## config.mk

```make
export PLATFORM = sky130hd
export DESIGN_NAME = mux_rr_stream_flat
export DESIGN_NICKNAME = d
export VERILOG_FILES = /design/src/rtl/mux_stream_pkg.sv /design/src/rtl/mux_rr_stream_if.sv /design/src/rtl/mux_rr_stream_rr_arbiter.sv /design/src/rtl/mux_rr_stream.sv /design/src/flat_wrapper.sv
export SDC_FILE = /design/constraint.sdc
export NUM_CORES = 1
export LEC_CHECK = 0
export ABC_AREA = 1
export BUFFER_PORTS_ARGS = -buffer_cell sky130_fd_sc_hd__buf_2
export CORE_AREA = 10 10 60 62
export CTS_CLUSTER_SIZE = 8
export DETAILED_ROUTE_END_ITERATION = 10
export DIE_AREA = 0 0 70 72
export HOLD_SLACK_MARGIN = 0.03
export PLACE_DENSITY_LB_ADDON = 0.12
export SYNTH_ARGS = -nofsm -noshare
export SYNTH_HDL_FRONTEND = slang
export SYNTH_HIERARCHICAL = 1
export SYNTH_SLANG_ARGS = --single-unit
```

## constraint.sdc

```tcl
create_clock -name clk -period 1.64 [get_ports clk]
set_input_delay 0.164 -clock clk [delete_from_list [all_inputs] [get_ports clk]]
set_output_delay 0.164 -clock clk [all_outputs]
set_load 0.02 [all_outputs]
```

## src/rtl/mux_stream_pkg.sv

```systemverilog
// rtl/mux_stream_pkg.sv - shared constants, output-stage state type and index helper
package mux_stream_pkg;

  localparam logic MODE_FIXED = 1'b0;
  localparam logic MODE_RR    = 1'b1;

  typedef enum logic {EMPTY, FULL} state_t;

  // (a + b) mod n for operands already below n
  function automatic int wrap_add(int a, int b, int n);
    int t;
    t = a + b;
    return (t >= n) ? t - n : t;
  endfunction

endpackage

```

## src/rtl/mux_rr_stream_if.sv

```systemverilog
// rtl/mux_rr_stream_if.sv - input channels, select controls and output stream of the mux
interface mux_rr_stream_if #(
  parameter int WIDTH    = 3,
  parameter int CHANNELS = 4
);
  localparam int SEL_W = $clog2(CHANNELS);

  logic [CHANNELS*WIDTH-1:0] in_data;
  logic [CHANNELS-1:0]       in_valid;
  logic [CHANNELS-1:0]       in_ready;
  logic [SEL_W-1:0]          s;
  logic                      mode;
  logic [WIDTH-1:0]          out_data;
  logic [SEL_W-1:0]          out_chan;
  logic                      out_valid;
  logic                      out_ready;

  modport slave (
    input  in_data, in_valid, s, mode, out_ready,
    output in_ready, out_data, out_chan, out_valid
  );

  modport master (
    output in_data, in_valid, s, mode, out_ready,
    input  in_ready, out_data, out_chan, out_valid
  );
endinterface

```

## src/rtl/mux_rr_stream_rr_arbiter.sv

```systemverilog
// rtl/mux_rr_stream_rr_arbiter.sv - round-robin arbiter owning the rotating priority pointer
module rr_arbiter
  import mux_stream_pkg::*;
#(
  parameter int CHANNELS = 4,
  localparam int SEL_W   = $clog2(CHANNELS)
) (
  input  logic                clk,
  input  logic                rst,
  input  logic [CHANNELS-1:0] req,
  input  logic                advance,
  output logic [CHANNELS-1:0] grant,
  output logic [SEL_W-1:0]    grant_idx,
  output logic                any_grant
);

  logic [SEL_W-1:0]      ptr;
  logic [2*CHANNELS-1:0] rotated;

  // Bit k of rotated is the request of channel (ptr + k) mod CHANNELS
  assign rotated = {req, req} >> ptr;

  always_comb begin
    grant_idx = '0;
    any_grant = 1'b0;
    for (int k = 0; k < CHANNELS; k++) begin
      if (!any_grant && rotated[k]) begin
        any_grant = 1'b1;
        grant_idx = SEL_W'(wrap_add(int'(ptr), k, CHANNELS));
      end
    end
    grant = any_grant ? (CHANNELS'(1) << grant_idx) : '0;
  end

  always_ff @(posedge clk or posedge rst) begin
    if (rst) begin
      ptr <= '0;
    end else if (advance && any_grant) begin
      ptr <= SEL_W'(wrap_add(int'(grant_idx), 1, CHANNELS));
    end
  end

endmodule

```

## src/rtl/mux_rr_stream.sv

```systemverilog
// rtl/mux_rr_stream.sv - N-channel stream mux, fixed or round-robin select, one registered output stage
module mux_rr_stream
  import mux_stream_pkg::*;
#(
  parameter int WIDTH    = 3,
  parameter int CHANNELS = 4
) (
  input logic            clk,
  input logic            rst,
  mux_rr_stream_if.slave bus
);

  localparam int SEL_W = $clog2(CHANNELS);

  state_t              state;
  logic [WIDTH-1:0]    data_q;
  logic [SEL_W-1:0]    chan_q;
  logic                load_en;
  logic [CHANNELS-1:0] rr_grant;
  logic [SEL_W-1:0]    rr_idx;
  logic                rr_any;
  logic [CHANNELS-1:0] fix_grant;
  logic                fix_any;
  logic                sel_any;
  logic [SEL_W-1:0]    sel_idx;
  logic [WIDTH-1:0]    sel_data;

  assign load_en = (state == EMPTY) || bus.out_ready;

  rr_arbiter #(.CHANNELS(CHANNELS)) u_arb (
    .clk       (clk),
    .rst       (rst),
    .req       (bus.in_valid),
    .advance   (load_en && (bus.mode == MODE_RR)),
    .grant     (rr_grant),
    .grant_idx (rr_idx),
    .any_grant (rr_any)
  );

  // Compare against each legal index so an out-of-range s simply matches nothing
  always_comb begin
    fix_grant = '0;
    for (int i = 0; i < CHANNELS; i++) begin
      fix_grant[i] = (bus.s == SEL_W'(i)) && bus.in_valid[i];
    end
  end

  assign fix_any = |fix_grant;
  assign sel_any = (bus.mode == MODE_FIXED) ? fix_any : rr_any;
  assign sel_idx = (bus.mode == MODE_FIXED) ? bus.s : rr_idx;

  always_comb begin
    sel_data = '0;
    for (int i = 0; i < CHANNELS; i++) begin
      if (sel_idx == SEL_W'(i)) sel_data = bus.in_data[i*WIDTH +: WIDTH];
    end
  end

  always_comb begin
    bus.in_ready = '0;
    if (!rst && load_en) bus.in_ready = (bus.mode == MODE_FIXED) ? fix_grant : rr_grant;
  end

  always_ff @(posedge clk or posedge rst) begin
    if (rst) begin
      state  <= EMPTY;
      data_q <= '0;
      chan_q <= '0;
    end else if (load_en) begin
      if (sel_any) begin
        state  <= FULL;
        data_q <= sel_data;
        chan_q <= sel_idx;
      end else begin
        state  <= EMPTY;
      end
    end
  end

  assign bus.out_valid = (state == FULL);
  assign bus.out_data  = data_q;
  assign bus.out_chan  = chan_q;

endmodule
```

## src/flat_wrapper.sv

```systemverilog
// flat-port wrapper written by rule: the top's interface ports become plain ports
module mux_rr_stream_flat import mux_stream_pkg::*;
#(
  parameter int WIDTH    = 3,
  parameter int CHANNELS = 4
)
  (clk, rst, bus_in_data, bus_in_valid, bus_s, bus_mode, bus_out_ready, bus_in_ready, bus_out_data, bus_out_chan, bus_out_valid);
  mux_rr_stream_if #(.WIDTH(WIDTH), .CHANNELS(CHANNELS)) bus_i ();
  input logic clk;
  input logic rst;
  input wire logic [$bits(bus_i.in_data)-1:0] bus_in_data;
  input wire logic [$bits(bus_i.in_valid)-1:0] bus_in_valid;
  input wire logic [$bits(bus_i.s)-1:0] bus_s;
  input wire logic [$bits(bus_i.mode)-1:0] bus_mode;
  input wire logic [$bits(bus_i.out_ready)-1:0] bus_out_ready;
  output wire logic [$bits(bus_i.in_ready)-1:0] bus_in_ready;
  output wire logic [$bits(bus_i.out_data)-1:0] bus_out_data;
  output wire logic [$bits(bus_i.out_chan)-1:0] bus_out_chan;
  output wire logic [$bits(bus_i.out_valid)-1:0] bus_out_valid;
  assign bus_i.in_data = bus_in_data;
  assign bus_i.in_valid = bus_in_valid;
  assign bus_i.s = bus_s;
  assign bus_i.mode = bus_mode;
  assign bus_i.out_ready = bus_out_ready;
  assign bus_in_ready = bus_i.in_ready;
  assign bus_out_data = bus_i.out_data;
  assign bus_out_chan = bus_i.out_chan;
  assign bus_out_valid = bus_i.out_valid;
  mux_rr_stream #(.WIDTH(WIDTH), .CHANNELS(CHANNELS)) u_core (.clk(clk), .rst(rst), .bus(bus_i));
endmodule
```

* After elaboration in Yosys (flattened, before gate mapping)
Index checks and enable logic that the tools add are counted.
Widths: inputs -> output; s select.
** Storage, ports and cells
- Input bits :: 22
- Bits in registers :: 8
- Word-level logic and storage cells :: 69
- Output and inout port bits :: 10
** Operators by class
- Eq/ne operators :: 6
- $lt $le $gt $ge :: 5
- Shifts and indexed selects :: 2
- Bitwise logic cells :: 1
- Muxes and demuxes :: 23
- Reductions and logical operators :: 19
- Add/sub/neg operators :: 9
** Operator list (count)
- $mux 2 :: 10
- $ge 3x3->1 const B :: 4
- $mux 3 :: 4
- $mux 4 :: 3
- $logic_and 1x1->1 :: 10
- $sub 2x1->2 const B :: 5
- $eq 2x2->1 const B :: 4
- $shr 8x2->4 :: 1
- $add 2x1->3 const B :: 2
- $add 2x2->3 const B :: 2
- $mux 1 :: 6
- $eq 2x1->1 const B :: 2
- $logic_not 1->1 :: 4
- $logic_not 2->1 :: 2
- $reduce_or 4->1 :: 1
- $shl 1x2->4 const A :: 1
- $ge 2x3->1 const B :: 1
- $reduce_and 2->1 :: 1
- $logic_or 1x1->1 :: 1
- $not 1->1 :: 1

* Logic depth before layout (Yosys ltp)
Gate-level depths: netlist of the first run.
- Word-level depth :: 17
- Depth in mapped cells :: 18
- Gate-level depth less buffers :: 17

* Hierarchy
Netlist of the first run, hierarchy kept.
** Modules (own cells, without submodules)
- mux_rr_stream :: area each 543.0 um^2, instances 1, cells each 84
- rr_arbiter :: area each 523.0 um^2, instances 1, cells each 75

* Worst setup path after synthesis of the first run
Ideal clock, no wire load.
- Path type :: register to output
- Start :: register u_core.u_arb.ptr[0]
- End :: output bus_in_ready[2]
- Path buffers :: 1
- Path slack :: -269 ps
- Arrival :: 1745 ps
- Cell stages (with the launch flop) :: 16
- Cell sequence :: dfrtp_1 > buf_6 > inv_6 > nand2_2 > nand3_2 > nand2_4 > nor2_2 > nand2_1 > nand3_2 > inv_2 > nand2_2 > ha_1 > nand2_1 > inv_1 > o21ai_0 > nor2_1
** On the way
- Word-level cells in the longest chain between the ends :: 15
- Elaborated cells between the ends (all ways) :: 34
- Those cells by class :: add/sub: 7; order compare: 4; shift: 2; mux: 15; reduce/logical: 6
** RTL lines
- from (decl) :: RTL line mux_rr_stream_rr_arbiter.sv:17 : logic [SEL_W-1:0] ptr;
- from (signal assigned) :: RTL line mux_rr_stream_rr_arbiter.sv:39 : ptr <= SEL_W'(wrap_add(int'(grant_idx), 1, CHANNELS));
- branches (longest 10 deep; another with $add 2x1->3)
- $mux 2 (*) :: RTL line mux_rr_stream_rr_arbiter.sv:27 : if (!any_grant && rotated[k]) begin
- net u_core.rr_idx[1] :: RTL line mux_rr_stream.sv:20 : logic [SEL_W-1:0] rr_idx;
- $shl 1x2->4 (*) :: RTL line mux_rr_stream_rr_arbiter.sv:32 : grant = any_grant ? (CHANNELS'(1) << grant_idx) : '0;
- $mux 4 (*) :: RTL line mux_rr_stream_rr_arbiter.sv:32
- net u_core.rr_grant[2] :: RTL line mux_rr_stream.sv:19 : logic [CHANNELS-1:0] rr_grant;
- $mux 4 (*) (2 in series) :: RTL line mux_rr_stream.sv:61 : if (!rst && load_en) bus.in_ready = (bus.mode == MODE_FIXED) ? fix_grant : rr_grant;
- to (decl) :: RTL line flat_wrapper.sv:16 : output wire logic [$bits(bus_i.in_ready)-1:0] bus_in_ready;
Mark *: on every way through the listed nets, which the timed path passes.

* Worst setup path after layout of the first run
Same ends and word-level chain as after synthesis.

==> results_dict.tcl, run 1 <==
set metrics [dict create \
    status "finished with violations" \
    violations "setup timing" \
    yosysWarnings 6 \
    drt_iter0_markers 48 \
    end_kind "primary output" \
    ys_seq_area_share_pct 18.78 \
    placed_cells 233 \
    nets 239 \
    die_w_um 70 \
    hpwl_mm 2.482 \
    final_cells 243 \
    rsz0062_at_grt "true" \
    worst_pin_slew_ps 324.7 \
    crit_slowest_cell "dfrtp_2" \
    detail-route-antenna-nets 0 \
    wl_mm 3.115 \
    hold_viol_final 0 \
    drc 0 \
    ys_seq_elements 8 \
    hp-start "bus_in_data[2]" \
    cp-startpoint "u_core/u_arb/ptr[0]" \
    synth_mux_area_share_pct 0 \
    ir_worst_vdd_v 0.001253 \
    diodes 0 \
    crit_fanout 7 \
    core_area_um2 2432 \
    grt_first_pass_wirelength_mm 5.195 \
    gr-usage-all-layers_pct 11.99 \
    synthXorXnorAreaFrac_pct 0.8216 \
    min_period_over_period_pct 135.2 \
    slew_viol_final 0 \
    synthSimpleGateAreaFrac_pct 61.03 \
    synth_top_family_by_area "simple AND/OR/NAND/NOR gates" \
    path_cells "clkinv_4 -> nand2_4 -> nand2_4 -> nand2_4 -> nand2_4 -> a21oi_1 -> nand4_1 -> nand2_2 -> ha_2 -> nand2_1 -> inv_1 -> o21ai_2 -> nor2_2 -> buf_6" \
    avgSynthCellArea_um2 6.705 \
    skew_ps 8.847 \
    r2r_slack_ps -410 \
    start_util_pct 43.83 \
    cts.reportedPaths.clkPinSlew_ps 60 \
    hold_ws_ps 242.8 \
    port-buffer-count 31 \
    cts_made_buffers 3 \
    cts_tree "done" \
    routabilityCongestion 0.8051 \
    setup_viol 12 \
    grt_pass1_vias 1212 \
    ios 32 \
    setup_ws_ps -578.0 \
    clk_latency_ps 250 \
    synth_cell_types 25 \
    syn-num-nets 183 \
    antenna_found_initial 0 \
    slew_headroom_pct 78.28 \
    max_freq_mhz 450.9 \
    power.density_nw_per_um2 1995 \
    viasPerCell 4.893 \
    die_h_um 72 \
    area_growth_pct 52.11 \
    synth_compound_area_share_pct 5.047 \
    synthCells 159 \
    htree_levels 1 \
    vias 1189 \
    r2r-start "u_core/u_arb/ptr[0]" \
    crit_path_max_incr_delay_ps 450 \
    cp_data_required_time_ps 1480 \
    clock_sinks 8 \
    cp-start-kind "register" \
    fin_crit_ps 2218 \
    finalPower_uw 3235 \
    grt_overflow 0 \
    grt_max_degree 13 \
    synth_adder_area_share_pct 2.347 \
    min_path_type "primary input to register" \
    arrival_ps 2050 \
    num_rows 18 \
    syn_area_um2 1066 \
    layout-drive-gt1-share_pct 61.97 \
    pre_cts_ws_ps -426.5 \
    wire_per_inst_um 12.82 \
    setup-tns-final_ps -4151 \
    drt_pass1_iterations 4 \
    worstSetupPathType "register to primary output" \
    maxCapViolCount 0 \
    root_buffer "clkbuf_4" \
    crit_path_frequent_cell "nand2_4" \
    cellLeakagePower_uw 0.0008495 \
    die_area_um2 5040 \
    clockBufferDepth 2 \
]
kinds of logic (layout without fill, tap and decap cells):
kind of cell	Yosys count	in the layout
xor+xnor	1	1
flops	8	8
buf+inv	26	80
simple gates	112	112
compound gates	10	10
fa+ha+maj	2	2
metrics by stage:
stage	cell area (µm²)	utilization, %
finish	1622	66.67
global placement	1386	57.00
detailed placement	1386	57.00
floorplan	1107	-
CTS	1529	62.86
global route	1622	66.67
repair_timing:
| item | in CTS | in global routing |
|---|---|---|
| pin swaps | 9 | 8 |
| hold buffers | 1 | 0 |
| resized for setup | 21 | 20 |
| buffers inserted | 5 | 1 |
| setup endpoints to repair | 12 | 12 |
| gates cloned | 0 | 0 |
| hold endpoints to repair | 8 | 0 |
state kept, by name (all words and copies together) (netlist names):
signal	cells
u_core/bus.out_data	3
u_core/bus.out_chan	2
u_core/u_arb/ptr	2
u_core/bus.out_valid	1
layout by cell type, fill, tap and decap left out, types with 7 or more instances in the layout:
master and instances:
nand2_1 37, buf_2 27, buf_4 19, nand2_2 17, inv_1 13, nand2_4 11
nand3_2 11, nor2_1 9, buf_6 7, inv_2 7, nor2_2 7
critical path, delay by kind of cell, from the launching register on:
kind                     cells  cell delay (ps)
AO/OA/AOI/OAI                2              200
buffers and inverters        3              290
adder cells (fa/ha/maj)      1              160
flip-flops                   1              450
AND/OR/NAND/NOR              8              710
area by class of cell:
class | instances | area, µm²
fillers | 219 | 810.8
flip-flops and latches | 8 | 202.7
inverters | 23 | 96.34
well taps | 30 | 37.54
repair buffers | 54 | 366.6
multi-input cells | 125 | 895.9
clock buffers | 3 | 22.52
power by group:
part	internal [µW]	switching, µW
clock network	84.0	69.5
logic	1190	1520
registers	289	82.9
total	1560	1680
final timing paths:
kind | to | cells past startpoint
max | bus_in_ready[2] | 14
min | u_core/bus.out_data[2] | 5
max reg2reg | u_core/bus.out_data[1] | 17
min reg2reg | u_core/bus.out_data[2] | 2
max in group asynchronous | u_core/bus.out_data[0] | 3
min in group asynchronous | u_core/u_arb/ptr[1] | 3
Yosys cell counts:
cell type   n  area [µm²]
buf_6       3       33.78
nand2_2    14       87.58
nor2_2      5       31.28
nor2_4      2       22.52
nand2_4     6       67.56
nor2_1     12       45.04
nand4_1     5       31.28
inv_2       6       22.52
o21ai_1     3       15.01
inv_1      15       56.30
inv_4       1       6.260
ha_1        2       25.02
or2_4       1       8.760
xnor2_1     1       8.760
nand3_2     6       60.06
nand3_4     2       35.03
a21oi_2     1       8.760
a21oi_1     2       10.01
o21ai_0     4       20.02
nand3_1    11       55.05
nand4_4     1       21.27
nand2_1    46       172.7
inv_6       1       8.760
dfrtp_1     8       200.2
nand4_2     1       12.51
routing by layer:
layer / part of all wire (%) / track usage (%) / vias to the layer above
met5: 0 / 0 / -
met4: 0.71 / 2.632 / 0
met3: 5.5 / 3.673 / 4
met2: 50 / 20.44 / 24
met1: 44 / 14.43 / 550
li1: - / - / 611
No activity file was read; power rests on OpenSTA's default activity.
==> run 2, diff against run 1 <==
--- a/config.mk
+++ b/config.mk
@@ -13,6 +13,7 @@
 export DIE_AREA = 0 0 70 72
 export HOLD_SLACK_MARGIN = 0.03
 export PLACE_DENSITY_LB_ADDON = 0.12
+export SKIP_LAST_GASP = 1
 export SYNTH_ARGS = -nofsm -noshare
 export SYNTH_HDL_FRONTEND = slang
 export SYNTH_HIERARCHICAL = 1
==> run 2 against run 1 <==
Net effect: the flow still finishes with violations (setup timing); non-clock buffer count did not move; via count fell by 0.25%; sequential power barely moved; setup slack improved by 6.4 ps.
==> results_dict.tcl, run 2 (same netlist as run 1, synthesis figures left out) <==
set metrics [dict create \
    hold_viol_final 0 \
    rsz0062_at_grt "true" \
    path_cells "clkinv_4 -> nand2_2 -> nand3_4 -> nand2_4 -> nor2_4 -> nor2_2 -> nand2_2 -> nand2_4 -> inv_4 -> ha_1 -> nand2_1 -> inv_1 -> o21ai_2 -> nor2_2 -> buf_6" \
    slew_headroom_pct 78.63 \
    setup_ws_ps -571.6 \
    post-route-util_pct 64.15 \
    htree_levels 1 \
    root_buffer "clkbuf_4" \
    status "finished with violations" \
    grt_first_pass_wirelength_mm 5.237 \
    cts.reportedPaths.clkPinSlew_ps 60 \
    drt_iter0_markers 58 \
    min_period_over_period_pct 134.9 \
    final_cell_mix "nand2_1, buf_2, buf_4, nand2_2, inv_1" \
    setup-tns-final_ps -4191 \
    worst_pin_slew_ps 319.4 \
    ir_worst_vdd_v 0.001206 \
    max_freq_mhz 452.2 \
    port-buffer-count 31 \
    largest_reg_flops 3 \
    ios 32 \
    crit_path_max_incr_delay_ps 450 \
    wl_mm 3.040 \
    vias 1186 \
    grt_overflow 0 \
    nets 239 \
    fin_crit_ps 2212 \
    crit_slowest_cell "dfrtp_2" \
    hpwl_mm 2.482 \
    skew_ps 8.803 \
    power.density_nw_per_um2 1987 \
    cp-start-kind "register" \
    drc 0 \
    drt_pass1_iterations 4 \
    min_path_type "primary input to register" \
    core_area_um2 2432 \
    grt_pass1_vias 1223 \
    die_h_um 72 \
    cellLeakagePower_uw 0.0008333 \
    viasPerCell 4.881 \
    cts_made_buffers 3 \
    antenna_found_initial 0 \
    end_kind "primary output" \
    diodes 0 \
    maxCapViolCount 0 \
    worstSetupPathType "register to primary output" \
    slew_viol_final 0 \
    clock_sinks 8 \
    die_area_um2 5040 \
    num_rows 18 \
    area_growth_pct 46.36 \
    arrival_ps 2050 \
    setup_viol 12 \
    detail-route-antenna-nets 0 \
    clockBufferDepth 2 \
    wire_per_inst_um 12.51 \
    fillCellCount 235 \
    crit_fanout 7 \
    final_common_cell "nand2_1" \
    clk_latency_ps 250 \
    gr-usage-all-layers_pct 12.04 \
    grt_max_degree 13 \
    layout-drive-gt1-share_pct 58.22 \
    cp_data_required_time_ps 1480 \
    routabilityCongestion 0.8051 \
    die_w_um 70 \
    cts_tree "done" \
    start_util_pct 43.83 \
    violations "setup timing" \
]
run 2: cell types whose count changed in the layout (fill, tap and decap cells not counted), moves of 2 or more:
cell,delta
nand3_2,-5
nand2_2,+2
nand2_1,+2
nand2_4,-3
nand3_1,+5
run 2: worst max-delay path: cells and delay by family, from the launching register on:
kind                     cells  cell delay [ps]
AO/OA/AOI/OAI                1              120
adder cells (fa/ha/maj)      1              170
buffers and inverters        4              330
flip-flops                   1              450
AND/OR/NAND/NOR              9              750
run 2: stage by stage:
stage                     power (µW)  area, µm²  std cells  setup WS (ps)  hold slack [ps]
final                           3100       1560        243         -571.6            247.4
after global routing            3378       1560        243         -704.1            268.3
after CTS                       2970       1519        242         -557.1            227.7
after detailed placement        2525       1386        233         -426.5            59.70
after global placement          2480       1386        233         -390.4            57.19
after floorplan                 1895       1107        159         -173.9           -94.82
run 2: repair_timing:
item,CTS,global route
buffers inserted,5,1
gates resized for setup,18,9
hold buffers,1,0
pin swaps,9,2
setup endpoints to repair,12,12
endpoints found under the hold margin,8,0
run 2: path summary, 6_finish.rpt:
kind	startpoint	endpoint	slack, ps	cells past startpoint
worst min-delay path	bus_in_data[2]	u_core/bus.out_data[2]	250	5
min in group asynchronous	rst	u_core/u_arb/ptr[1]	360	3
worst min register to register	u_core/bus.out_data[2]	u_core/bus.out_data[2]	470	2
max in group asynchronous	rst	u_core/bus.out_data[2]	1030	3
worst max-delay path	u_core/u_arb/ptr[0]	bus_in_ready[1]	-570	15
worst max register to register	u_core/u_arb/ptr[0]	u_core/bus.out_data[1]	-460	17
run 2: power by group:
part / total (µW) / leakage (µW) / switching, µW / internal, µW
Combinational: 2570 / 0.000725 / 1440 / 1130
Sequential: 372 / 0.0000949 / 82.6 / 289
Clock: 155 / 0.0000138 / 71.0 / 84.0
Total: 3100 / 0.000833 / 1590 / 1510
run 2: area by class of cell:
| class | count | area [µm²] | area share (%) |
|---|---|---|---|
| Sequential cell | 8 | 202.7 | 12.99 |
| Multi-Input combinational cell | 125 | 838.3 | 53.73 |
| Inverter | 23 | 96.34 | 6.175 |
| Tap cell | 30 | 37.54 | 2.406 |
| Timing Repair Buffer | 54 | 362.8 | 23.26 |
| Clock buffer | 3 | 22.52 | 1.443 |
run 2: metal layers:
metal	vias to the layer above	part of all wire [%]	GRT usage [%]	wire length, µm
li1	609	-	-	-
met1	551	44	14.27	1340
met2	24	50	20.85	1522
met3	2	5.5	3.673	166
met4	0	0.39	2.632	12
met5	-	0	0	0
